==> config.mk <==
export PLATFORM = sky130hd
export DESIGN_NAME = ccu_snoop_arbiter
export DESIGN_NICKNAME = d
export VERILOG_FILES = /design/src/rtl/ccu_snoop_arbiter.sv
export SDC_FILE = /design/constraint.sdc
export NUM_CORES = 1
export LEC_CHECK = 0
export CORE_AREA = 2 2 143 145
export DETAILED_ROUTE_END_ITERATION = 8
export DIE_AREA = 0 0 145 147
export PLACE_DENSITY_LB_ADDON = 0.05
export SLEW_MARGIN = 20
export SYNTH_ARGS = -nofsm -noshare
export SYNTH_HDL_FRONTEND = slang
export SYNTH_SLANG_ARGS = --single-unit
==> constraint.sdc <==
create_clock -name clk_i -period 3.2 [get_ports clk_i]
set_input_delay 0.64 -clock clk_i [delete_from_list [all_inputs] [get_ports clk_i]]
set_output_delay 0.64 -clock clk_i [all_outputs]
set_load 0.02 [all_outputs]
==> src/rtl/ccu_snoop_arbiter.sv <==
// ccu_snoop_arbiter: shares one ACE snoop master port (AC/CR/CD) between the
// CCU write-path (idx 0) and read-path (idx 1) snoop requesters. CR and CD
// responses are steered back to the issuing requester through in-order
// tracking FIFOs.
// Build option: define CCU_SNOOP_ARB_WR_PRIO_EN for fixed write-path priority
// instead of round-robin AC arbitration.
module ccu_snoop_arbiter #(
   parameter int unsigned AcAddrWidth    = 64,
   parameter int unsigned CdDataWidth    = 64,
   parameter int unsigned MaxOutstanding = 4
) (
   input  logic                       clk_i,
   input  logic                       rst_i,
   // requester side
   input  logic [1:0]                 slv_ac_valid_i,
   output logic [1:0]                 slv_ac_ready_o,
   input  logic [2*AcAddrWidth-1:0]   slv_ac_addr_i,
   input  logic [7:0]                 slv_ac_snoop_i,
   input  logic [5:0]                 slv_ac_prot_i,
   output logic [1:0]                 slv_cr_valid_o,
   input  logic [1:0]                 slv_cr_ready_i,
   output logic [4:0]                 slv_cr_resp_o,
   output logic [1:0]                 slv_cd_valid_o,
   input  logic [1:0]                 slv_cd_ready_i,
   output logic [CdDataWidth-1:0]     slv_cd_data_o,
   output logic                       slv_cd_last_o,
   // snoop master side
   output logic                       mst_ac_valid_o,
   input  logic                       mst_ac_ready_i,
   output logic [AcAddrWidth-1:0]     mst_ac_addr_o,
   output logic [3:0]                 mst_ac_snoop_o,
   output logic [2:0]                 mst_ac_prot_o,
   input  logic                       mst_cr_valid_i,
   output logic                       mst_cr_ready_o,
   input  logic [4:0]                 mst_cr_resp_i,
   input  logic                       mst_cd_valid_i,
   output logic                       mst_cd_ready_o,
   input  logic [CdDataWidth-1:0]     mst_cd_data_i,
   input  logic                       mst_cd_last_i,
   output logic                       err_o
);

   localparam int unsigned PtrW = (MaxOutstanding > 1) ? $clog2(MaxOutstanding) : 1;
   localparam int unsigned CntW = $clog2(MaxOutstanding + 1);
   localparam logic [CntW-1:0] FullCnt = CntW'(MaxOutstanding);

   typedef enum logic {AcIdle, AcHeld} ac_state_e;

   ac_state_e                 ac_state_q;
   logic                      lock_idx_q;
   logic                      ac_grant;
   logic                      ac_offer;
   logic                      ac_valid;
   logic                      ac_hs;

   logic [MaxOutstanding-1:0] cr_mem_q;
   logic [PtrW-1:0]           cr_wr_q, cr_rd_q;
   logic [CntW-1:0]           cr_cnt_q;
   logic                      cr_empty, cr_full, cr_head, cr_ready, cr_pop;

   logic [MaxOutstanding-1:0] cd_mem_q;
   logic [PtrW-1:0]           cd_wr_q, cd_rd_q;
   logic [CntW-1:0]           cd_cnt_q;
   logic                      cd_empty, cd_full, cd_head, cd_ready, cd_hs, cd_push, cd_pop;

   logic                      err_q;

`ifndef CCU_SNOOP_ARB_WR_PRIO_EN
   logic                      rr_q;
`endif

   assign cr_empty = (cr_cnt_q == '0);
   assign cr_full  = (cr_cnt_q == FullCnt);
   assign cd_empty = (cd_cnt_q == '0);
   assign cd_full  = (cd_cnt_q == FullCnt);
   assign cr_head  = cr_mem_q[cr_rd_q];
   assign cd_head  = cd_mem_q[cd_rd_q];

   // AC grant selection: a held grant wins, otherwise arbitrate among valid requesters
   always_comb begin
      ac_grant = 1'b0;
      if (ac_state_q == AcHeld) begin
         ac_grant = lock_idx_q;
      end else begin
`ifdef CCU_SNOOP_ARB_WR_PRIO_EN
         ac_grant = !slv_ac_valid_i[0] && slv_ac_valid_i[1];
`else
         if (&slv_ac_valid_i) ac_grant = rr_q;
         else                 ac_grant = slv_ac_valid_i[1];
`endif
      end
   end

   // AC offer, payload mux and per-requester ready; tracking full blocks the port
   always_comb begin
      ac_offer       = !rst_i && !cr_full;
      ac_valid       = ac_offer && slv_ac_valid_i[ac_grant];
      ac_hs          = ac_valid && mst_ac_ready_i;
      mst_ac_valid_o = ac_valid;
      mst_ac_addr_o  = ac_grant ? slv_ac_addr_i[2*AcAddrWidth-1:AcAddrWidth]
                                : slv_ac_addr_i[AcAddrWidth-1:0];
      mst_ac_snoop_o = ac_grant ? slv_ac_snoop_i[7:4] : slv_ac_snoop_i[3:0];
      mst_ac_prot_o  = ac_grant ? slv_ac_prot_i[5:3]  : slv_ac_prot_i[2:0];
      slv_ac_ready_o = 2'b00;
      slv_ac_ready_o[ac_grant] = mst_ac_ready_i && ac_offer;
   end

   // Grant lock: hold the granted index while AC is stalled by the master
   always_ff @(posedge clk_i or posedge rst_i) begin
      if (rst_i) begin
         ac_state_q <= AcIdle;
         lock_idx_q <= 1'b0;
      end else begin
         lock_idx_q <= ac_grant;
         case (ac_state_q)
            AcIdle:  ac_state_q <= (ac_valid && !mst_ac_ready_i) ? AcHeld : AcIdle;
            AcHeld:  ac_state_q <= (ac_valid && !mst_ac_ready_i) ? AcHeld : AcIdle;
            default: ac_state_q <= AcIdle;
         endcase
      end
   end

`ifndef CCU_SNOOP_ARB_WR_PRIO_EN
   // Round-robin pointer moves to the other requester after every AC handshake
   always_ff @(posedge clk_i or posedge rst_i) begin
      if (rst_i)      rr_q <= 1'b0;
      else if (ac_hs) rr_q <= !ac_grant;
   end
`endif

   // CR/CD routing toward the owner at the head of each tracking FIFO
   always_comb begin
      cr_ready       = slv_cr_ready_i[cr_head] && !cr_empty;
      cr_pop         = mst_cr_valid_i && cr_ready;
      cd_push        = cr_pop && mst_cr_resp_i[0] && !cd_full;
      cd_ready       = slv_cd_ready_i[cd_head] && !cd_empty;
      cd_hs          = mst_cd_valid_i && cd_ready;
      cd_pop         = cd_hs && mst_cd_last_i;
      slv_cr_valid_o = 2'b00;
      slv_cr_valid_o[cr_head] = mst_cr_valid_i && !cr_empty;
      slv_cd_valid_o = 2'b00;
      slv_cd_valid_o[cd_head] = mst_cd_valid_i && !cd_empty;
      mst_cr_ready_o = cr_ready;
      mst_cd_ready_o = cd_ready;
   end

   assign slv_cr_resp_o = mst_cr_resp_i;
   assign slv_cd_data_o = mst_cd_data_i;
   assign slv_cd_last_o = mst_cd_last_i;
   assign err_o         = err_q;

   // CR tracking FIFO: owner index pushed on AC handshake, popped on CR handshake
   always_ff @(posedge clk_i or posedge rst_i) begin
      if (rst_i) begin
         cr_mem_q <= '0;
         cr_wr_q  <= '0;
         cr_rd_q  <= '0;
         cr_cnt_q <= '0;
      end else begin
         if (ac_hs) begin
            cr_mem_q[cr_wr_q] <= ac_grant;
            cr_wr_q           <= cr_wr_q + PtrW'(1);
         end
         if (cr_pop) cr_rd_q <= cr_rd_q + PtrW'(1);
         if (ac_hs && !cr_pop)      cr_cnt_q <= cr_cnt_q + CntW'(1);
         else if (!ac_hs && cr_pop) cr_cnt_q <= cr_cnt_q - CntW'(1);
      end
   end

   // CD tracking FIFO: owner pushed on a DataTransfer CR, popped on the last CD beat
   always_ff @(posedge clk_i or posedge rst_i) begin
      if (rst_i) begin
         cd_mem_q <= '0;
         cd_wr_q  <= '0;
         cd_rd_q  <= '0;
         cd_cnt_q <= '0;
      end else begin
         if (cd_push) begin
            cd_mem_q[cd_wr_q] <= cr_head;
            cd_wr_q           <= cd_wr_q + PtrW'(1);
         end
         if (cd_pop) cd_rd_q <= cd_rd_q + PtrW'(1);
         if (cd_push && !cd_pop)      cd_cnt_q <= cd_cnt_q + CntW'(1);
         else if (!cd_push && cd_pop) cd_cnt_q <= cd_cnt_q - CntW'(1);
      end
   end

   // Sticky error: response traffic arrived with no tracked owner
   always_ff @(posedge clk_i or posedge rst_i) begin
      if (rst_i) err_q <= 1'b0;
      else if ((mst_cr_valid_i && cr_empty) || (mst_cd_valid_i && cd_empty)) err_q <= 1'b1;
   end

endmodule

==> results of run 1 <==
==> state kept, by name, indices dropped and copies added, names as in the netlist <==
name	cells
cd_mem_q	4
cr_mem_q	4
cd_cnt_q	3
cr_cnt_q	3
cd_rd_q	2
cd_wr_q	2
cr_rd_q	2
cr_wr_q	2
ac_state_q	1
err_o	1
lock_idx_q	1
rr_q	1
==> synth_stat cells, drive strengths merged <==
library cell and number:
nor2b 1, nor3 3, buf 79, mux2i 2, nand3 7, a211o 1
inv 11, nor2 7, nand2b 1, and2b 1, a2bb2oi 1, xnor2 8
o21ai 2, a31oi 4, a211oi 1, or3b 1, and3 1, fa 2
a41oi 4, mux4 2, a221o 1, a21oi 2, mux2 78, xor2 4
nand2 5, o31a 2, and2 4, ha 10, a21boi 1, o311a 1
dfrtp 26
==> stage by stage <==
step	instance area, um^2	worst slack [ns]	cells
2_1_floorplan	2820	0.625	273
3_3_place_gp	5110	-0.209	717
3_5_place_dp	5110	-0.188	717
4_1_cts	5130	-0.121	721
5_1_grt	5170	-0.00499	722
6_report	5170	0.0597	723
==> cell usage in the layout (no fill, tap or decap), types with 2 or more instances in the layout <==
| cell type | instances |
|---|---|
| xor2_1 | 4 |
| nand2_1 | 4 |
| buf_4 | 12 |
| clkdlybuf4s15_1 | 10 |
| clkdlybuf4s50_1 | 166 |
| a21oi_1 | 2 |
| a41oi_1 | 4 |
| xnor2_1 | 7 |
| buf_12 | 2 |
| inv_1 | 11 |
| mux2_1 | 3 |
| nand3_1 | 6 |
| mux2i_1 | 2 |
| fa_1 | 2 |
| nor3_1 | 3 |
| buf_6 | 2 |
| and2_1 | 2 |
| mux2_2 | 74 |
| dlygate4sd2_1 | 59 |
| nor2_1 | 7 |
| dfrtp_1 | 26 |
| a31oi_1 | 4 |
| ha_1 | 10 |
| clkbuf_16 | 4 |
==> worst reg2reg max path: cells and delay by family (launching register included) <==
| family | cells | cell delay (ns) |
|---|---|---|
| multiplexers | 3 | 1.09 |
| adder cells (fa/ha/maj) | 2 | 0.61 |
| AND/OR/NAND/NOR | 1 | 0.43 |
| flip-flops | 1 | 0.40 |
| buffers and inverters | 1 | 0.07 |
==> area by class of cell <==
cell class              instances  share of cell area, %
diodes                          1                 0.0484
repair buffers                254                   47.8
well taps                     270                   6.53
inverters                      11                  0.798
multi-input cells             157                   30.2
clock buffers                   3                   1.45
flip-flops and latches         26                   12.6
clock inverters                 1                  0.581
==> layer usage <==
metal	global-route usage (%)	routed length, um	up-vias
li1	-	-	1243
met1	13.2	5110	1243
met2	21.9	6890	168
met3	9.44	2220	8
met4	0.743	61	4
met5	1.59	62	-
==> timing repair <==
item | 4_1_cts | 5_1_grt
pin swaps | 0 | 0
gates resized for setup | 71 | 14
gates cloned | 0 | 1
endpoints found under the setup margin | 71 | 20
==> final timing paths <==
kind	to	depth (start not counted)	slack, ns
max	mst_ac_addr_o[2]	7	0.06
min	cd_rd_q[1]	1	0.47
max reg2reg	cd_cnt_q[1]	7	0.49
min reg2reg	cd_rd_q[1]	1	0.47
max in group asynchronous	cr_rd_q[0]	3	1.88
min in group asynchronous	cr_cnt_q[2]	2	0.72
==> logic make-up after synthesis <==
| kind of cell | after synthesis | synth area share (%) |
|---|---|---|
| buffers and inverters | 90 | 21.8 |
| multiplexers | 82 | 33.7 |
| AND/OR/NAND/NOR | 31 | 5.95 |
| flip-flops | 26 | 23.1 |
| AO/OA/AOI/OAI | 20 | 5.55 |
| XOR/XNOR | 12 | 4.00 |
| adder cells (fa/ha/maj) | 12 | 5.86 |
==> power breakdown <==
group          internal [mW]  switching [mW]
Sequential             0.484           0.139
Combinational          0.953           0.841
Clock                  0.249           0.128
==> out/results.txt, run 1 <==
Setup TNS - 0 ns
Worst reg2reg path startpoint - cd_rd_q[0]
DP Wirelength - 12,800 um
Yosys warns - 0
Leakage - 2.10 nW
Period utilisation layout - 98.1%
# rows - 52
Worst path cell trace - clkdlybuf4s50_1 -> inv_1 -> a211o_1 -> nand2_4 -> buf_12 -> mux2_2 -> dlygate4sd2_1
Initial antenna violation count - 2
Hold buffer count at CTS - 0
Largest net degree at the start of global routing - 28
Setup bufs post-CTS - 0
DR DRC count - 0
Clock root buffer master - clkbuf_16
Startpoint of the worst hold path - cd_rd_q[1]
Shortest period the worst path allows - 3.14 ns
First-pass GRT wire length - 20,300 um
Core ar. - 19,800 um^2
Die height - 147 um
NumNets Final - 688
Slew Limit Fails - 0
Htree depth - 1
WHS - 0.475 ns
Final-report hold violation count - 0
Setup Crit Path Kind - input pin to output port
Synth Cell Area - 2820 um^2
I/O pin cnt - 374
Top cells by area, synth - mux2_2 (30%), dfrtp_1 (23%), buf_4 (19%)
Synth cell types - 41
Top Family by Delay on Critical Path - buffers and inverters
Worst min path class - register to register
Slew HR - 72.0%
Flops & latches, synth - 26
Die Span X - 145 um
Die Area - 21,300 um^2
Vias in the first global route - 3,004
Grt ovf - 0
First-pass iteration count of the detailed router - 4
Syn_area_per_cell - 10.3 um^2
Worst setup EP type - output port
TritonCTS Buffers - 3
Crit-path slowest cell - clkdlybuf4s50_1
FF+latch area - 651 um^2
Port Buf Inserts - 237
Clk_skew - 0.00220 ns
Total GRT Usage - 12.8%
1st-iter DRT viols - 68
Initial Util - 14.2%
Setup Viol. Count Final - 0
Worst Setup SP - slv_ac_valid_i[1]
Final core utilization - 26.1%
Pwr Density - 540 nW/um^2
Worst path required time - 2.56 ns
Crit path DAT - 2.50 ns
Total Wirelength - 14,300 um
CTS tree - done
Fmax - 0.318 GHz
Worst IR drop on VDD - 0.217 mV
Status - finished clean
Via-to-Cell Ratio - 3.69
Area of the multi-input gates - 1560 um^2
Least-Margin Pin Slew - 0.420 ns
Routed vias - 2,666
CTS Buffer Depth - 2
Max cap viols - 0
Area Overhead vs Synth - 83.5%
Worst Setup Start Kind - input pin
Post-DR wirelength/cell - 19.8 um
Post-route total power - 2.79 mW
Post-route ant nets - 0
Crit path buffers/inverters - 4
Layout cells sized above 1 - 23.9%
Synth area leader - mux2_2
Post-synthesis net count - 508
Critical path's largest stage delay - 0.48 ns
RSZ-0062 raised after global routing - yes
Synth Instances - 273
Share of the synthesized area in the top cell type - 29.6%
CTS sink cnt - 26
Clk slew on worst S/H paths - 0.07 ns
Sequential area share after synthesis - 23.1%
Fill cell count - 2,155
Skew-Pair Late Insertion Delay - 0.26 ns
Crit path max fanout - 17
Gp weighted congestion - 0.786
Note: power is estimated with default switching activity, not from simulation.
==> run 2: changes to the inputs <==
==> constraint.sdc (replaced) <==
create_clock -name clk_i -period 3.2 [get_ports clk_i]
set_input_delay 0.48 -clock clk_i [delete_from_list [all_inputs] [get_ports clk_i]]
set_output_delay 0.48 -clock clk_i [all_outputs]
set_load 0.02 [all_outputs]
==> run 2 against run 1 <==
Utilization is essentially flat. Critical endpoint is now mst_ac_addr_o[5]. Non-clock buffer count shrank 7. Critical path type unchanged. Hold slack lost 0.0021 ns. Final area is essentially flat.
==> out/results.txt, run 2 (synthesis results as in run 1) <==
Diodes inserted - 0
Area Overhead vs Synth - 83.4%
Post-DR wirelength/cell - 19.7 um
Logic pwr share - 65.2%
Die Span X - 145 um
Post-route ant nets - 0
DP Area - 5060 um^2
RSZ-0062 raised after global routing - no
Clock power frac - 13.0%
Max cap viols - 0
Worst setup EP type - output port
Clock root buffer master - clkbuf_16
DP Wirelength - 12,700 um
Slew HR - 62.3%
Status - finished clean
Top cell by count, worst path - clkdlybuf4s50_1
Setup Viol. Count Final - 0
Worst IR drop on VDD - 0.253 mV
Vias in the first global route - 2,935
Total GRT Usage - 12.5%
Pwr Density - 553 nW/um^2
1st-iter DRT viols - 27
Cell internal pwr - 1.76 mW
Routed vias - 2,618
Final instance area - 5170 um^2
Crit path max fanout - 27
Part of the power in registers - 21.8%
Most frequent cells in the layout - clkdlybuf4s50_1 (237), mux2_2 (74), dfrtp_1 (26)
Initial Util - 14.2%
Hold buffer count at CTS - 0
# rows - 52
First-pass GRT wire length - 19,900 um
Setup bufs post-CTS - 0
CTS Buffer Depth - 2
Critical path's largest stage delay - 0.61 ns
Total Wirelength - 14,100 um
Die height - 147 um
Least-Margin Pin Slew - 0.565 ns
Port Buf Inserts - 237
Setup TNS - 0 ns
Core ar. - 19,800 um^2
Crit-path slowest cell - clkdlybuf4s50_1
Post_cts resized - 0
Htree depth - 1
Clk_skew - 0.00235 ns
Setup Crit Path Kind - input pin to output port
I/O pin cnt - 374
Crit path DAT - 2.61 ns
Most common cell after layout, fill and taps aside - clkdlybuf4s50_1
Sw frac - 38.5%
Period utilisation layout - 96.4%
Clk slew on worst S/H paths - 0.07 ns
DR DRC count - 0
Post-route total power - 2.86 mW
Largest net degree at the start of global routing - 31
Grt ovf - 0
CTS sink cnt - 26
Worst min path class - register to register
Skew-Pair Late Insertion Delay - 0.26 ns
Die Area - 21,300 um^2
First-pass iteration count of the detailed router - 4
Leakage - 1.96 nW
Layout cells sized above 1 - 22.5%
Psw - 1.10 mW
Worst path cell trace - clkdlybuf4s50_1 -> inv_1 -> a211o_1 -> nand2_4 -> buf_12 -> mux2_2 -> clkdlybuf4s50_1
Fmax - 0.324 GHz
TritonCTS Buffers - 3
Worst path required time - 2.72 ns
CTS tree - done
Shortest period the worst path allows - 3.09 ns
NumNets Final - 681
Slew Limit Fails - 0
Biggest regs - cd_mem_q (4), cr_mem_q (4)
Gp weighted congestion - 0.770
Worst Setup Start Kind - input pin
Initial antenna violation count - 0
Via-to-Cell Ratio - 3.66
Final-report hold violation count - 0
-- run 2: final cells by class --
class	count	area, um^2
inverters	11	41.3
fillers	2116	14700
flip-flops and latches	26	651
repair buffers	247	2470
clock inverters	1	30.0
well taps	270	338
multi-input cells	157	1560
clock buffers	3	75.1
-- run 2: metrics by stage --
| step | instances | util [%] | hold WS [ns] | setup WS [ns] |
|---|---|---|---|---|
| 3_5_place_dp | 711 | 25.5 | 0.470 | 0.109 |
| 4_1_cts | 715 | 26.0 | 0.485 | 0.0986 |
| 5_1_grt | 715 | 26.0 | 0.501 | 0.0544 |
| 3_3_place_gp | 711 | 25.5 | 0.465 | 0.0897 |
| 6_report | 715 | 26.0 | 0.473 | 0.114 |
| 2_1_floorplan | 273 | - | 0.445 | 0.625 |
-- run 2: worst paths after layout --
path	start	to	cells past startpoint	slack, ns
worst max-delay path	slv_ac_valid_i[1]	mst_ac_addr_o[5]	7	0.11
worst min-delay path	cd_rd_q[1]	cd_rd_q[1]	1	0.47
worst max register to register	cd_rd_q[0]	cd_cnt_q[1]	7	0.48
worst min register to register	cd_rd_q[1]	cd_rd_q[1]	1	0.47
max in group asynchronous	rst_i	cd_rd_q[0]	3	1.98
min in group asynchronous	rst_i	cr_rd_q[0]	2	0.62
-- run 2: power groups by stage --
stage	registers, mW	clock network [mW]	logic (mW)
after floorplan	0.592	0	1.21
after global placement	0.633	0	1.89
after detailed placement	0.634	0	1.89
after CTS	0.629	0.388	1.90
after global routing	0.654	0.402	2.03
final	0.625	0.371	1.86
-- run 2: routing by layer --
layer / up-vias / GRT usage (%) / part of all wire [%]
li1: 1226 / - / -
met1: 1224 / 13.5 / 37
met2: 166 / 21.3 / 48
met3: 2 / 8.82 / 15
met4: 0 / 0.446 / 0.11
met5: - / 0 / 0
-- run 2: worst max-delay path, delay by kind of cell --
kind	cells	cell delay (ns)
buffers and inverters	4	1.34
and+or+nand+nor	1	0.13
muxes	1	0.36
AOI/OAI and AO/OA	1	0.27
